==> src/rtl/pe_seq_ctrl.sv <==
// pe_seq_ctrl: sequences a job of up to INST_NUM instructions into a PE.
// Each instruction issues inst_data beats with incrementing operand addresses.
// PE results are collected into a small result buffer in arrival order.
module pe_seq_ctrl #(
  parameter int INST_NUM = 4,
  parameter int ADDR_W   = 16,
  parameter int RES_W    = 32
) (
  input  logic              clk,
  input  logic              rst,
  input  logic              start,
  input  logic [2:0]        inst_cnt,
  input  logic              hold,
  output logic [1:0]        inst_addr,
  input  logic [7:0]        inst_data,
  output logic [ADDR_W-1:0] neuron_addr,
  output logic [ADDR_W-1:0] weight_addr,
  output logic              pe_vld,
  output logic [1:0]        pe_ctl,
  input  logic [RES_W-1:0]  pe_result,
  input  logic              pe_vld_o,
  output logic              res_wr_en,
  output logic [1:0]        res_wr_addr,
  output logic [RES_W-1:0]  res_wr_data,
  output logic              busy,
  output logic              done,
  output logic              err
);

  typedef enum logic [2:0] {
    S_IDLE  = 3'd0,
    S_LOAD  = 3'd1,
    S_FEED  = 3'd2,
    S_DRAIN = 3'd3,
    S_DONE  = 3'd4
  } state_t;

  state_t            r_state;
  logic [1:0]        r_inst_addr;
  logic [2:0]        r_cnt;
  logic [7:0]        r_len;
  logic [7:0]        r_iter;
  logic [ADDR_W-1:0] r_naddr;
  logic [ADDR_W-1:0] r_waddr;
  logic [2:0]        r_exp;
  logic [2:0]        r_rcv;
  logic              r_err;

  state_t            w_state_nxt;
  logic [1:0]        w_inst_addr_nxt;
  logic [2:0]        w_cnt_nxt;
  logic [7:0]        w_len_nxt;
  logic [7:0]        w_iter_nxt;
  logic [ADDR_W-1:0] w_naddr_nxt;
  logic [ADDR_W-1:0] w_waddr_nxt;
  logic [2:0]        w_exp_nxt;
  logic [2:0]        w_rcv_nxt;
  logic              w_err_nxt;
  logic              w_pe_vld;
  logic [1:0]        w_pe_ctl;
  logic              w_res_acc;
  logic              w_res_bad;
  logic              w_last_inst;
  logic [2:0]        w_cnt_in;

  // Clamp an out-of-range instruction count so inst_addr never runs past the memory
  assign w_cnt_in    = (inst_cnt > 3'(INST_NUM)) ? 3'(INST_NUM) : inst_cnt;
  // Current instruction is the final one of the job
  assign w_last_inst = ({1'b0, r_inst_addr} == (r_cnt - 3'd1));

  // Next-state, datapath updates and beat/result outputs
  always_comb begin
    w_state_nxt     = r_state;
    w_inst_addr_nxt = r_inst_addr;
    w_cnt_nxt       = r_cnt;
    w_len_nxt       = r_len;
    w_iter_nxt      = r_iter;
    w_naddr_nxt     = r_naddr;
    w_waddr_nxt     = r_waddr;
    w_exp_nxt       = r_exp;
    w_rcv_nxt       = r_rcv;
    w_err_nxt       = r_err;
    w_pe_vld        = 1'b0;
    w_pe_ctl        = 2'b00;
    w_res_acc       = 1'b0;
    w_res_bad       = 1'b0;

    // A result is accepted only while a job is active and still owes results
    if (pe_vld_o) begin
      if (((r_state == S_LOAD) || (r_state == S_FEED) || (r_state == S_DRAIN)) &&
          (r_rcv < r_exp)) begin
        w_res_acc = 1'b1;
        w_rcv_nxt = r_rcv + 3'd1;
      end else begin
        w_res_bad = 1'b1;
      end
    end else begin
      w_res_acc = 1'b0;
    end

    case (r_state)
      S_IDLE: begin
        if (start) begin
          w_inst_addr_nxt = 2'd0;
          w_naddr_nxt     = '0;
          w_waddr_nxt     = '0;
          w_iter_nxt      = 8'd0;
          w_rcv_nxt       = 3'd0;
          w_exp_nxt       = 3'd0;
          w_err_nxt       = 1'b0;
          w_cnt_nxt       = w_cnt_in;
          w_state_nxt     = (w_cnt_in == 3'd0) ? S_DONE : S_LOAD;
        end else begin
          w_state_nxt = S_IDLE;
        end
      end
      S_LOAD: begin
        // Bubble cycle: inspect the instruction, skip empty ones
        if (inst_data == 8'd0) begin
          if (w_last_inst) begin
            w_state_nxt = S_DRAIN;
          end else begin
            w_inst_addr_nxt = r_inst_addr + 2'd1;
          end
        end else begin
          w_iter_nxt  = 8'd0;
          w_len_nxt   = inst_data;
          w_exp_nxt   = r_exp + 3'd1;
          w_state_nxt = S_FEED;
        end
      end
      S_FEED: begin
        if (hold) begin
          w_pe_vld = 1'b0;
        end else begin
          w_pe_vld    = 1'b1;
          w_pe_ctl[0] = (r_iter == 8'd0);
          w_pe_ctl[1] = (r_iter == (r_len - 8'd1));
          w_iter_nxt  = r_iter + 8'd1;
          w_naddr_nxt = r_naddr + ADDR_W'(1);
          w_waddr_nxt = r_waddr + ADDR_W'(1);
          if (r_iter == (r_len - 8'd1)) begin
            if (w_last_inst) begin
              w_state_nxt = S_DRAIN;
            end else begin
              w_inst_addr_nxt = r_inst_addr + 2'd1;
              w_state_nxt     = S_LOAD;
            end
          end else begin
            w_state_nxt = S_FEED;
          end
        end
      end
      S_DRAIN: begin
        // Count includes a result accepted in this very cycle
        if (w_rcv_nxt == r_exp) begin
          w_state_nxt = S_DONE;
        end else begin
          w_state_nxt = S_DRAIN;
        end
      end
      S_DONE: begin
        w_state_nxt = S_IDLE;
      end
      default: begin
        w_state_nxt = S_IDLE;
      end
    endcase

    // An unexpected result is flagged even in the cycle a new job is accepted
    if (w_res_bad) begin
      w_err_nxt = 1'b1;
    end else begin
      w_err_nxt = w_err_nxt;
    end
  end

  // State and datapath registers with synchronous reset
  always_ff @(posedge clk) begin
    if (rst) begin
      r_state     <= S_IDLE;
      r_inst_addr <= 2'd0;
      r_cnt       <= 3'd0;
      r_len       <= 8'd0;
      r_iter      <= 8'd0;
      r_naddr     <= '0;
      r_waddr     <= '0;
      r_exp       <= 3'd0;
      r_rcv       <= 3'd0;
      r_err       <= 1'b0;
    end else begin
      r_state     <= w_state_nxt;
      r_inst_addr <= w_inst_addr_nxt;
      r_cnt       <= w_cnt_nxt;
      r_len       <= w_len_nxt;
      r_iter      <= w_iter_nxt;
      r_naddr     <= w_naddr_nxt;
      r_waddr     <= w_waddr_nxt;
      r_exp       <= w_exp_nxt;
      r_rcv       <= w_rcv_nxt;
      r_err       <= w_err_nxt;
    end
  end

  assign inst_addr   = r_inst_addr;
  assign neuron_addr = r_naddr;
  assign weight_addr = r_waddr;
  assign pe_vld      = w_pe_vld;
  assign pe_ctl      = w_pe_ctl;
  assign res_wr_en   = w_res_acc;
  assign res_wr_addr = w_res_acc ? r_rcv[1:0] : 2'd0;
  assign res_wr_data = w_res_acc ? pe_result : '0;
  assign busy        = (r_state != S_IDLE);
  assign done        = (r_state == S_DONE);
  assign err         = r_err;

endmodule

==> config.mk <==
export PLATFORM = sky130hd
export DESIGN_NAME = pe_seq_ctrl
export DESIGN_NICKNAME = d
export VERILOG_FILES = /design/src/rtl/pe_seq_ctrl.sv
export SDC_FILE = /design/constraint.sdc
export NUM_CORES = 1
export LEC_CHECK = 0
export CAP_MARGIN = 20
export CELL_PAD_IN_SITES_DETAIL_PLACEMENT = 0
export CELL_PAD_IN_SITES_GLOBAL_PLACEMENT = 1
export CORE_MARGIN = 1.5
export CORE_UTILIZATION = 35
export CTS_CLUSTER_SIZE = 40
export DETAILED_ROUTE_END_ITERATION = 16
export MAX_ROUTING_LAYER = met4
export PLACE_DENSITY = 0.95
export SYNTH_ARGS = -nofsm -noshare
export SYNTH_HDL_FRONTEND = slang
export SYNTH_SLANG_ARGS = --single-unit
export TNS_END_PERCENT = 30
==> constraint.sdc <==
create_clock -name clk -period 5.18 [get_ports clk]
set_input_delay 1.036 -clock clk [delete_from_list [all_inputs] [get_ports clk]]
set_output_delay 1.036 -clock clk [all_outputs]
set_load 0.01 [all_outputs]
==> metrics, run 1 <==
die span in x 103 µm; reg-to-reg slack, setup 2440 ps; design area 5080 µm²; total CTS buffers 9; clock transition at the registers of the reported paths 80 ps; crit path max fanout 19; Area Growth Syn to Fin 43.7%; Starting Density 36.2%; crit path DAT 2920 ps; Synth Register Bits 63; RePlAce Congestion 0.875; mux cell area share after synthesis 0.602%; EDFF count, synth 0; final net count 616; crit path launch hold; Relative slew margins 43.4%; post-CTS resize count 0; fin. max-slew vios 0; Max VDD drop 0.191 mV; post-synthesis instance area 3530 µm²; post-synthesis adder-cell area fraction 3.54%; initial antenna violation count 0; vias per inst 5.01; Reg2Reg Launch Point r_state[1]; Hold WC Path Type reg -> reg; Synth top area share 35.7%; leading area contributor after synthesis dfxtp_1; slowest stage delay, CP 530 ps; capturing point of the worst reg2reg path neuron_addr[10]; Reg2Reg Depth 9; sequential fraction of the synthesis area 35.7%; CP startpoint kind input port; Mapped Cells 443; Row Count 36; Root Driver clkbuf_8; Critical Path End Type primary output; CP top delay family buffers and inverters; largest family of logic cells by synthesized area simple AND/OR/NAND/NOR gates; Max Cap Violations 0; syn nets 501; wire per inst 14.4 µm; CTS tree done; CTS Sinks 63; Iteration-0 DRC Markers 113; XOR/XNOR share of the synthesized area 10.3%; placed cell area 4850 µm²; TritonRoute pass-1 iters 4; RSZ-0062 raised after global routing no; status complete, no violations; Ant. Diodes 0; input/output buffers 122; total grt overflow 0; average size of a mapped cell 7.98 µm²; synth warn 0; Post-Synth Simple-Gate Area 34.8%; power per cell area 235 nW/µm²; complex-gate fraction of the synthesized area 10.7%; Core Util, Final 52.0%; Total Die Area 10700 µm²; library cells used by synthesis 55; leakage power 1.81 nW; Crit Path Class in -> out; I/O pin count 123; Period minus WS final 3960 ps; Die Ht 103 µm; H-tree levels 3; CP most frequent cell clkdlybuf4s50_1; Routed WL 10.0 mm; first-pass GRT wire length 15.6 mm; largest net degree at the start of global routing 43; Top FF cell, synth dfxtp_1; worst hold path stage count 2; final setup fails 0; Final period util 76.4%; FMAX 253 MHz; Post-DRT Antenna Nets 0; CP Capture Point pe_ctl[1]; vias in the first global route 3215; critical path buffer and inverter count 4; asr flop ratio synth 0%; cells along the critical path clkdlybuf4s50_1 -> inv_1 -> nand2_1 -> inv_2 -> and3_2 -> clkdlybuf4s50_1; Setup Total Neg Slack 0 ps; Worst Skew 9.65 ps; Critical Path RT 4140 ps; largest cells by area after synthesis dfxtp_1 (36%), and2_1 (6.7%), nor2_1 (5.7%), xnor2_1 (5.0%), xor2_1 (4.7%); Post-CTS Setup Repair Bufs 0; Clk Latency, worst-skew pair 340 ps; hold buffers post-CTS 0; Stages on worst setup path 6; core box area 9770 µm²; post-DP HPWL 7.41 mm; top cells by count, synth dfxtp_1 (63), nor2_1 (54), nand2_1 (43); layout cells sized above 1 6.22%; vias 3487; final hold viol count 0; Least-Margin Pin Slew 847 ps; number of remaining DRC errors 0; count leader, synth dfxtp_1; Tot GR Track Use 19.2%; Slowest cell on crit path clkdlybuf4s50_1; Longest Clk Path Bufs 2
==> cell usage in the layout (no fill, tap or decap), types with 3 or more instances in the layout <==
| master | instances |
|---|---|
| clkdlybuf4s50_1 | 122 |
| dfxtp_1 | 63 |
| nor2_1 | 54 |
| nand2_1 | 43 |
| and2_1 | 38 |
| a21oi_1 | 28 |
| xnor2_1 | 20 |
| xor2_1 | 19 |
| nand3_1 | 18 |
| inv_1 | 16 |
| nand4_1 | 15 |
| nor3_1 | 12 |
| ha_1 | 10 |
| clkbuf_8 | 9 |
| and3_1 | 8 |
| o21ai_0 | 8 |
| nor3b_1 | 7 |
| or2_2 | 6 |
| a211oi_1 | 4 |
| a31oi_1 | 4 |
| or3_1 | 4 |
| a22oi_1 | 4 |
| and4_1 | 3 |
| o21a_1 | 3 |
| buf_4 | 3 |
==> where the power goes <==
group          leakage (nW)  internal (mW)  switching [mW]
clock                 0.112          0.277           0.216
combinational          1.19         0.0942          0.0930
sequential            0.509          0.495          0.0169
==> tightest hold or removal path, delay by kind of cell, from the launching register on <==
family / cells / cell delay, ps
flops: 1 / 330
simple gates: 1 / 60
compound gates: 1 / 60
==> registers in the layout, summed over array words and instances (netlist names) <==
name         cells
err              1
r_state          3
r_iter           8
neuron_addr     16
r_cnt            3
r_rcv            3
r_exp            3
r_len            8
inst_addr        2
weight_addr     16
==> through the flow <==
step	cells	power, mW	setup slack [ps]	hold slack, ps
floorplan	443	0.629	2190	448
finish	696	1.19	1220	489
global route	696	1.25	1130	509
global placement	680	0.705	1330	460
CTS	696	1.20	1240	492
detailed placement	680	0.709	1250	472
==> layer usage <==
layer | global-route usage [%] | vias to the layer above | share of wire, %
met3 | 5.31 | 8 | 4.8
met1 | 24.4 | 1631 | 45
met5 | - | - | 0
li1 | - | 1752 | -
met2 | 30.6 | 96 | 49
met4 | 3.74 | 0 | 0.82
==> worst min path at each step <==
stage,startpoint,to
floorplan,r_cnt[2],r_cnt[2]
global placement,r_cnt[2],r_cnt[2]
detailed placement,r_len[7],r_len[7]
CTS,r_len[7],r_len[7]
global route,r_len[7],r_len[7]
finish,r_cnt[2],r_cnt[2]
==> cell type report <==
cell class | instances | area, µm²
clock inverter | 7 | 105
clock buffer | 9 | 124
fill | 941 | 4690
inverter | 17 | 63.8
tap | 133 | 166
multi-input combinational | 342 | 2120
timing repair buffer | 125 | 1240
sequential | 63 | 1260
==> cells by family after synthesis <==
kind of cell    Yosys count
flops                    63
mux                       2
xor+xnor                 40
fa+ha+maj                10
buf+inv                  38
simple gates            228
compound gates           62
(Power assumes the default switching activity.)
==> run 2, diff against run 1 <==
Settings changed: CORE_UTILIZATION 35 to 29, PLACE_DENSITY 0.95 to 0.85.
Clock period 5.18 ns to 3.33 ns, I/O delays scaled along.
==> run 2 against run 1 <==
Effect of this change: final area is 2.4% higher; clock power rose by 71%; first-iteration DRC count is 42% higher; largest cell class unchanged; largest power group is now the clock network; highest routed layer unchanged.
==> metrics, run 2 (synthesis gave the netlist of run 1 again) <==
Least-Margin Pin Slew 467 ps (was 847 ps); design area 5200 µm² (was 5080 µm²); total grt overflow 0 (unchanged); Multi-input gate area 2120 µm² (about the same); Starting Density 29.6% (was 36.2%); Row Count 40 (was 36); Final period util 95.7%; Setup Total Neg Slack 0 ps (unchanged); Max VDD drop 0.241 mV (was 0.191 mV); Critical Path End Type primary output (unchanged); input/output buffers 122 (unchanged); crit path DAT 2520 ps (was 2920 ps); first-pass GRT wire length 16.6 mm (was 15.6 mm); Iteration-0 DRC Markers 161 (was 113); most frequent cells in the layout clkdlybuf4s50_1 (122), dfxtp_1 (61), nor2_1 (53), nand2_1 (43), and2_1 (38) (was clkdlybuf4s50_1 (122), dfxtp_1 (63), nor2_1 (54), nand2_1 (43), and2_1 (38)); CTS tree done (unchanged); Hold WC Path Type reg -> reg (unchanged); largest net degree at the start of global routing 42 (was 43); post-DP HPWL 7.64 mm (was 7.41 mm); Crit Path Class reg -> out (was in -> out); number of remaining DRC errors 0 (unchanged); Reg area 1260 µm² (about the same); Sw Ratio 26.8% (was 27.3%); met1 GRT Util 21.3% (was 24.4%); slowest stage delay, CP 540 ps (was 530 ps); total CTS buffers 9 (unchanged); Clk Latency, worst-skew pair 330 ps (was 340 ps); CP startpoint kind flop (was input port); I/O pin count 123 (unchanged); CP top delay family buffers and inverters (unchanged); sequential power share 41.0% (was 42.9%); FMAX 314 MHz; final setup fails 0 (unchanged); Die Ht 113 µm (was 103 µm); die span in x 113 µm (was 103 µm); Tot GR Track Use 16.7% (was 19.2%); Root Driver clkbuf_16 (was clkbuf_8); Routed WL 10.6 mm (was 10.0 mm); Longest Clk Path Bufs 2 (unchanged); fin. max-slew vios 0 (unchanged); H-tree levels 3 (unchanged); overall power 1.95 mW (was 1.19 mW); cells along the critical path inv_1 -> ha_1 -> nor3b_1 -> o221ai_1 -> nor2_2 -> buf_4 -> and2_1 -> clkdlybuf4s50_1 (was clkdlybuf4s50_1 -> inv_1 -> nand2_1 -> inv_2 -> and3_2 -> clkdlybuf4s50_1); post-CTS resize count 0 (unchanged); NetSw 0.521 mW (was 0.325 mW); Slowest cell on crit path clkdlybuf4s50_1 (unchanged); final hold viol count 0 (unchanged); Total Die Area 12900 µm² (was 10700 µm²); clock transition at the registers of the reported paths 50 ps (was 80 ps); placed cell area 4910 µm² (was 4850 µm²); Period minus WS final 3190 ps; Post-DRT Antenna Nets 0 (unchanged); setup ws final 144 ps (was 1220 ps); vias in the first global route 3360 (was 3215); Placement Setup Slack 316 ps (was 1250 ps); Filler cells 1203 (was 941); Worst Skew 7.38 ps (was 9.65 ps); Comb pwr share 15.8% (was 15.7%); Area Growth Syn to Fin 47.2% (was 43.7%); Critical Path RT 2660 ps (was 4140 ps); GRT Max-Usage Layer met2 (unchanged); TritonRoute pass-1 iters 4 (unchanged); internal power component 1.43 mW (was 0.866 mW); Core Util, Final 43.5% (was 52.0%); met2 GRT Util 26.0% (was 30.6%); Max Cap Violations 0 (unchanged); hold buffers post-CTS 0 (unchanged); wire per inst 14.8 µm (was 14.4 µm); RSZ-0062 raised after global routing no (unchanged); critical path buffer and inverter count 3 (was 4); RePlAce Congestion 0.812 (was 0.875); vias 3460 (was 3487); Clk network pwr share 43.2% (was 41.4%); initial antenna violation count 0 (unchanged); Ant. Diodes 0 (unchanged); layout cells sized above 1 7.89% (was 6.22%); status complete, no violations (unchanged); final net count 623 (was 616); crit path max fanout 17 (was 19); leakage power 1.86 nW (was 1.81 nW); core box area 12000 µm² (was 9770 µm²); vias per inst 4.83 (was 5.01); Post-CTS Setup Repair Bufs 0 (unchanged); power per cell area 374 nW/µm² (was 235 nW/µm²); CTS Sinks 63 (unchanged); met3 Usage GRT 4.36% (was 5.31%); commonest non-fill, non-tap cell in the layout clkdlybuf4s50_1 (unchanged); Relative slew margins 68.9% (was 43.4%)
run 2: final cells by class:
cell class	count	share of cell area, %
clock inverters	6	0.722
repair buffers	132	25.0
multi-input cells	342	40.8
well taps	147	3.54
clock buffers	10	4.40
inverters	17	1.23
flip-flops and latches	63	24.3
run 2: per-layer routing:
layer | vias to the layer above | routed length (µm)
li1 | 1771 | -
met1 | 1613 | 4950
met2 | 70 | 5090
met3 | 6 | 484
met4 | 0 | 89
met5 | - | 0
run 2: path summary, 6_finish.rpt:
check	startpoint	to	slack [ps]	depth (start not counted)
worst max-delay path	r_exp[1]	res_wr_data[28]	140	8
worst max register to register	r_exp[1]	r_state[0]	830	10
worst min register to register	weight_addr[15]	weight_addr[15]	470	1
worst min-delay path	weight_addr[15]	weight_addr[15]	470	1
run 2: metrics by stage:
step | hold WS [ps] | instances
floorplan | 448 | 443
global placement | 459 | 700
detailed placement | 464 | 700
CTS | 479 | 716
global route | 497 | 717
finish | 475 | 717
run 2: power groups by stage:
stage                     sequential [mW]  combinational [mW]  clock (mW)
after floorplan                     0.802               0.177           0
after global placement              0.812               0.298           0
after detailed placement            0.813               0.303           0
after CTS                           0.797               0.305       0.858
after global routing                0.800               0.335       0.898
final                               0.797               0.307       0.842
